**config.mk**
```make
export PLATFORM = sky130hd
export DESIGN_NAME = crc_stream_engine_flat
export DESIGN_NICKNAME = d
export VERILOG_FILES = /design/src/rtl/crc_stream_engine_if.sv /design/src/rtl/crc_stream_engine.sv /design/src/flat_wrapper.sv
export SDC_FILE = /design/constraint.sdc
export NUM_CORES = 1
export LEC_CHECK = 0
export ABC_AREA = 1
export CORE_MARGIN = 2
export CORE_UTILIZATION = 58
export DETAILED_ROUTE_END_ITERATION = 8
export PLACE_DENSITY = 0.86
export SYNTH_ARGS = -nofsm -noshare
export SYNTH_HDL_FRONTEND = slang
export SYNTH_SLANG_ARGS = --single-unit
```
**constraint.sdc**
```tcl
create_clock -name clk -period 3.57 [get_ports clk]
set_input_delay 0.5355 -clock clk [delete_from_list [all_inputs] [get_ports clk]]
set_output_delay 0.5355 -clock clk [all_outputs]
set_load 0.005 [all_outputs]
```
**src/rtl/crc_stream_engine_if.sv**
```systemverilog
`default_nettype none
// ============================================================================
// Module   : crc_stream_engine_if
// Brief    : Beat-input and result-output bundle for crc_stream_engine.
// Revision : 1.0 - initial release
// ============================================================================
interface crc_stream_engine_if #(
    parameter int DATA_W = 12,
    parameter int CRC_W  = 12,
    parameter int CNT_W  = 16
);
    logic              in_valid;
    logic              in_ready;
    logic              in_sof;
    logic              in_eof;
    logic [DATA_W-1:0] in_data;
    logic [CRC_W-1:0]  exp_crc;
    logic              res_valid;
    logic              res_ready;
    logic [CRC_W-1:0]  res_crc;
    logic              res_err;
    logic [CNT_W-1:0]  res_cnt;
    logic              orphan;

    // master: beat producer and result consumer
    modport master (
        output in_valid, in_sof, in_eof, in_data, exp_crc, res_ready,
        input  in_ready, res_valid, res_crc, res_err, res_cnt, orphan
    );

    modport slave (
        input  in_valid, in_sof, in_eof, in_data, exp_crc, res_ready,
        output in_ready, res_valid, res_crc, res_err, res_cnt, orphan
    );
endinterface
`default_nettype wire

```
**src/rtl/crc_stream_engine.sv**
```systemverilog
`default_nettype none
// ============================================================================
// Module   : crc_stream_engine
// Brief    : Framed, handshaked MSB-first CRC engine with result hold stage.
//            Define CRC_STREAM_CHECK_EN to compare against exp_crc on EOF.
// Revision : 1.0 - initial release
// ============================================================================
module crc_stream_engine #(
    parameter int               CRC_W   = 12,
    parameter int               DATA_W  = 12,
    parameter logic [CRC_W-1:0] POLY    = 12'h49F,
    parameter logic [CRC_W-1:0] INIT    = '0,
    parameter logic [CRC_W-1:0] XOR_OUT = '0,
    parameter int               CNT_W   = 16
) (
    input  logic                 clk,
    input  logic                 rst_n,
    crc_stream_engine_if.slave   bus
);

    typedef enum logic [1:0] {
        IDLE = 2'd0,
        ACC  = 2'd1,
        HOLD = 2'd2
    } state_t;

    state_t             state_q, state_d;
    logic [CRC_W-1:0]   crc_q, crc_d;
    logic [CNT_W-1:0]   cnt_q, cnt_d;
    logic [CRC_W-1:0]   res_crc_q, res_crc_d;
    logic [CNT_W-1:0]   res_cnt_q, res_cnt_d;
    logic               res_valid_q, res_valid_d;
    logic               orphan_q, orphan_d;
    logic               res_err_d;

    logic               accept;
    logic               restart;
    logic [CRC_W-1:0]   crc_base;
    logic [CRC_W-1:0]   crc_upd_val;
    logic [CRC_W-1:0]   crc_final;
    logic [CNT_W-1:0]   cnt_next;

    // Serial MSB-first LFSR, unrolled across the whole data word
    function automatic logic [CRC_W-1:0] crc_upd(
        input logic [CRC_W-1:0]  c,
        input logic [DATA_W-1:0] d
    );
        logic [CRC_W-1:0] r;
        logic             fb;
        r = c;
        for (int i = DATA_W - 1; i >= 0; i--) begin
            fb = r[CRC_W-1] ^ d[i];
            r  = (r << 1) ^ (fb ? POLY : '0);
        end
        return r;
    endfunction

    assign accept      = bus.in_valid && (state_q != HOLD);
    assign restart     = (state_q == IDLE) || bus.in_sof;
    assign crc_base    = restart ? INIT : crc_q;
    assign crc_upd_val = crc_upd(crc_base, bus.in_data);
    assign crc_final   = crc_upd_val ^ XOR_OUT;
    assign cnt_next    = restart ? CNT_W'(1) : ((&cnt_q) ? cnt_q : cnt_q + 1'b1);

    always_comb begin
        state_d     = state_q;
        crc_d       = crc_q;
        cnt_d       = cnt_q;
        res_crc_d   = res_crc_q;
        res_cnt_d   = res_cnt_q;
        res_valid_d = res_valid_q;
        orphan_d    = 1'b0;

        case (state_q)
            IDLE, ACC: begin
                if (accept) begin
                    if ((state_q == IDLE) && !bus.in_sof) begin
                        orphan_d = 1'b1;
                    end else begin
                        crc_d   = crc_upd_val;
                        cnt_d   = cnt_next;
                        state_d = ACC;
                        if (bus.in_eof) begin
                            state_d     = HOLD;
                            res_valid_d = 1'b1;
                            res_crc_d   = crc_final;
                            res_cnt_d   = cnt_next;
                        end
                    end
                end
            end
            HOLD: begin
                if (bus.res_ready) begin
                    state_d     = IDLE;
                    res_valid_d = 1'b0;
                end
            end
            default: state_d = IDLE;
        endcase
    end

    always_ff @(posedge clk or negedge rst_n) begin
        if (!rst_n) begin
            state_q     <= IDLE;
            crc_q       <= INIT;
            cnt_q       <= '0;
            res_crc_q   <= '0;
            res_cnt_q   <= '0;
            res_valid_q <= 1'b0;
            orphan_q    <= 1'b0;
        end else begin
            state_q     <= state_d;
            crc_q       <= crc_d;
            cnt_q       <= cnt_d;
            res_crc_q   <= res_crc_d;
            res_cnt_q   <= res_cnt_d;
            res_valid_q <= res_valid_d;
            orphan_q    <= orphan_d;
        end
    end

`ifdef CRC_STREAM_CHECK_EN
    logic res_err_q;

    // Error flag only changes on the beat that also loads the result
    always_comb begin
        res_err_d = res_err_q;
        if (accept && bus.in_eof && !((state_q == IDLE) && !bus.in_sof)) begin
            res_err_d = (crc_final != bus.exp_crc);
        end
    end

    always_ff @(posedge clk or negedge rst_n) begin
        if (!rst_n) begin
            res_err_q <= 1'b0;
        end else begin
            res_err_q <= res_err_d;
        end
    end

    assign bus.res_err = res_err_q;
`else
    logic unused_exp_crc;

    assign res_err_d      = 1'b0;
    assign unused_exp_crc = ^{bus.exp_crc, res_err_d};
    assign bus.res_err    = 1'b0;
`endif

    assign bus.in_ready  = (state_q != HOLD);
    assign bus.res_valid = res_valid_q;
    assign bus.res_crc   = res_crc_q;
    assign bus.res_cnt   = res_cnt_q;
    assign bus.orphan    = orphan_q;

endmodule
`default_nettype wire
```
**src/flat_wrapper.sv**
```systemverilog
// flat-port wrapper written by rule: the top's interface ports become plain ports
module crc_stream_engine_flat 
#(
    parameter int               CRC_W   = 12,
    parameter int               DATA_W  = 12,
    parameter logic [CRC_W-1:0] POLY    = 12'h49F,
    parameter logic [CRC_W-1:0] INIT    = '0,
    parameter logic [CRC_W-1:0] XOR_OUT = '0,
    parameter int               CNT_W   = 16
)
  (clk, rst_n, bus_in_valid, bus_in_sof, bus_in_eof, bus_in_data, bus_exp_crc, bus_res_ready, bus_in_ready, bus_res_valid, bus_res_crc, bus_res_err, bus_res_cnt, bus_orphan);
  crc_stream_engine_if #(.DATA_W(DATA_W), .CRC_W(CRC_W), .CNT_W(CNT_W)) bus_i ();
  input  logic clk;
  input  logic rst_n;
  input wire logic [$bits(bus_i.in_valid)-1:0] bus_in_valid;
  input wire logic [$bits(bus_i.in_sof)-1:0] bus_in_sof;
  input wire logic [$bits(bus_i.in_eof)-1:0] bus_in_eof;
  input wire logic [$bits(bus_i.in_data)-1:0] bus_in_data;
  input wire logic [$bits(bus_i.exp_crc)-1:0] bus_exp_crc;
  input wire logic [$bits(bus_i.res_ready)-1:0] bus_res_ready;
  output wire logic [$bits(bus_i.in_ready)-1:0] bus_in_ready;
  output wire logic [$bits(bus_i.res_valid)-1:0] bus_res_valid;
  output wire logic [$bits(bus_i.res_crc)-1:0] bus_res_crc;
  output wire logic [$bits(bus_i.res_err)-1:0] bus_res_err;
  output wire logic [$bits(bus_i.res_cnt)-1:0] bus_res_cnt;
  output wire logic [$bits(bus_i.orphan)-1:0] bus_orphan;
  assign bus_i.in_valid = bus_in_valid;
  assign bus_i.in_sof = bus_in_sof;
  assign bus_i.in_eof = bus_in_eof;
  assign bus_i.in_data = bus_in_data;
  assign bus_i.exp_crc = bus_exp_crc;
  assign bus_i.res_ready = bus_res_ready;
  assign bus_in_ready = bus_i.in_ready;
  assign bus_res_valid = bus_i.res_valid;
  assign bus_res_crc = bus_i.res_crc;
  assign bus_res_err = bus_i.res_err;
  assign bus_res_cnt = bus_i.res_cnt;
  assign bus_orphan = bus_i.orphan;
  crc_stream_engine #(.CRC_W(CRC_W), .DATA_W(DATA_W), .POLY(POLY), .INIT(INIT), .XOR_OUT(XOR_OUT), .CNT_W(CNT_W)) u_core (.clk(clk), .rst_n(rst_n), .bus(bus_i));
endmodule
```
==> results.md <==
- Status: finished, final reports clean
- Die W: 85.0 um
- # diodes: 0
- Post-synthesis cell count: about 500
- Worst setup path class: in2reg
- GP Congestion: between 0.8 and 0.9
- DR WL/cell: roughly 13 um
- Worst setup EP type: register
- CP max FO: 13
- FF+latch area: 1500 um2
- GRT overflow: 0
- Mapped cell area: 3810 um2
- Vias/cell: 5.26
- Core footprint: 6350 um2
- First-pass GRT wire length: 14.0 mm
- Leakage power: 2.25 nW
- Initial Util: between 50% and 60%
- Post-CTS Setup Repair Bufs: 0
- Hold_buf cts: 0
- CTS Sinks: 60
- Largest net degree at the start of global routing: 42
- Sequential area share after synthesis: about two fifths
- I/O pins: 62
- Final wirelength: 8.06 mm
- Total number of vias: between 3000 and 4000
- Worst vdd ir: 0.536 mV
- Total CTS buffers: 9
- WP data arrival: 3090 ps
- Hold crit path type: in2async
- CTS tree: built
- CP Launch Type: input port
- Power Density: 726 nW/um2
- GRT Total Usage: 24.1%
- Max-cap violations: 0
- Layout fillers: 507
- FF+latch count, synth: 60
- CTS resizes: 0
- Share of Yosys cell area claimed by the top area cell type: 39.4%
- Unrepaired setup endpoints after global routing: no
- Multi-input logic area: 2010 um2
- Site Rows: 29
- Die area: 7230 um2
- DR pass1 iterations: 5
- Syn nets: around 530
- Final Skew: about 10 ps
- Worst slew pin tran: 1100 ps
- Period utilization: 80.0%
- Ys Warns: 0
- CTS root buffer: clkbuf_8
- Syn-to-layout area delta: 19.9%
- Final Critical Period: between 2000 and 3000 ps
- Distinct cell type count after synthesis: 42
- Crit-path max cell delay: 480 ps
- Final slew viol count: 0
- Die height: 85.0 um
- # H-tree levels: 3
- Vias in the first global route: approximately 3200
- Max-slew headroom: 26.8%
- IO buf count: 48
- Crit path required time: approximately 3800 ps
- Post-route antenna net violation count: 0
- Final setup violation count: 0
- HPWL Detailed: 6.12 mm
- Highest Clock Rate: between 0.3 and 0.4 GHz
- Total negative slack: 0 ps
- Critical path's most frequent cell: nand2_1
- Post-Route Hold Slack: 284 ps
- Design area: 4560 um2
- Endpoints failing hold: 0
- Clk buf depth: 2
- Clk_lat worst skew: 340 ps
- NumNets Final: 581
- Layout cells sized above 1: between 15 and 20%
- CP max stage cell: clkdlybuf4s50_1
- Crit path cell chain: clkdlybuf4s50_1, nor2_4, nand3_1, nand2_1, inv_2, nand2_1, nand2_1, nand2_1, nand3_1, nand2_1, nand3_1, nand2_2, xor2_1, inv_1, nand2_1, nand2_1, nand2_1, nand2_1
- Area leader, netlist: dfrtp_1
- Initial antenna violation count: 0
- Synth area leaders: dfrtp_1 (39%), nand2_1 (16%), o21ai_0 (6.2%), nand2_2 (4.9%), nand3_1 (4.6%)
- Post-Syn Area per Cell: 7.60 um2
- DRC viols: 0
- DR iter-0 viols: between 100 and 150
- Placed cell areas: 4360 um2
- Clk slew on worst S/H paths: 70 ps
state kept, by name, summed over array words and instances, names as in the netlist:
register,flops
u_core.cnt_q,16
u_core.state_q,2
u_core.crc_q,12
u_core.bus.res_cnt,16
u_core.bus.res_valid,1
u_core.bus.orphan,1
u_core.bus.res_crc,12
critical path, delay by kind of cell:
family / cells / cell delay (ps)
buf+inv: 3 / 630
xor+xnor: 1 / 240
simple gates: 14 / 1690
Yosys cell counts, drive strengths merged:
cell	n
a211oi	1
a21oi	5
a311o	1
buf	4
clkbuf	10
conb	1
dfrtp	60
ha	1
inv	58
nand2	208
nand3	41
nand3b	6
nand4	4
nor2	13
nor3	6
nor4	1
o211ai	2
o21ai	50
o21bai	1
o22ai	1
xnor2	5
xor2	22
kinds of logic after synthesis:
family,Yosys count,share of synthesized area (%)
compound gates,61,8.45
xor+xnor,27,7.00
fa+ha+maj,1,0.329
buf+inv,72,7.66
flops,60,39.4
other cells,1,0.0985
simple gates,279,37.0
per-layer routing:
layer  share of wire (%)  vias to the layer above  track usage (%)
met5                   0                        -                0
met4                 1.8                        0             8.51
met3                 2.9                       13             5.54
met2                  54                       49             43.6
met1                  42                     1572             27.9
li1                    -                     1679                -
layout by cell type, fill, tap and decap left out, types with 2 or more instances in the layout:
cell type / synthesis / layout
nand3b_1: 3 / 3
clkbuf_8: 0 / 13
o211ai_1: 2 / 2
nand4_1: 2 / 2
a21oi_1: 5 / 5
inv_2: 17 / 17
clkdlybuf4s50_1: 0 / 47
nor3_1: 5 / 5
dfrtp_1: 60 / 60
nand2_4: 10 / 10
buf_4: 1 / 3
inv_1: 39 / 39
nor2_1: 11 / 11
nand3_1: 35 / 35
nand2_2: 30 / 30
o21ai_1: 3 / 3
o21ai_0: 47 / 47
nand3b_4: 2 / 2
xnor2_1: 4 / 4
nand2_1: 167 / 167
xor2_1: 19 / 19
xor2_2: 3 / 3
nand3_2: 5 / 5
where the power goes:
group / switching (W) / leakage (nW) / internal, W
sequential: 0.000117 / 0.789 / 0.000855
clock: 0.000254 / 0.108 / 0.000391
combinational: 0.00103 / 1.36 / 0.000672
stage by stage:
step | util, % | total power [W] | setup slack (ps) | std cells
2_1_floorplan | - | 0.00220 | 1380 | 501
3_3_place_gp | 68.6 | 0.00262 | 427 | 616
3_5_place_dp | 68.6 | 0.00267 | 388 | 616
4_1_cts | 71.9 | 0.00333 | 749 | 630
5_1_grt | 71.9 | 0.00356 | 505 | 630
6_report | 71.9 | 0.00332 | 713 | 630
final timing paths:
path / start / end / slack, ps / cells past startpoint
setup reg to reg: u_core.state_q[1] / u_core.crc_q[7] / 880 / 18
max in group asynchronous: rst_n / u_core.cnt_q[4] / 2470 / 2
hold / removal: rst_n / u_core.bus.res_cnt[9] / 280 / 1
min in group clk: u_core.bus.res_crc[5] / u_core.bus.res_crc[5] / 480 / 2
hold reg to reg: u_core.bus.res_crc[5] / u_core.bus.res_crc[5] / 480 / 2
setup / recovery: bus_in_sof / u_core.crc_q[7] / 710 / 18
cell type report:
cell class | instances | area share, %
Clock buffer | 13 | 3.92
Clock inverter | 1 | 0.658
Inverter | 58 | 4.93
Multi-Input combinational cell | 369 | 44.1
Sequential cell | 60 | 32.9
Tap cell | 77 | 2.11
Timing Repair Buffer | 52 | 11.3
No activity file was read; power rests on OpenSTA's default activity.
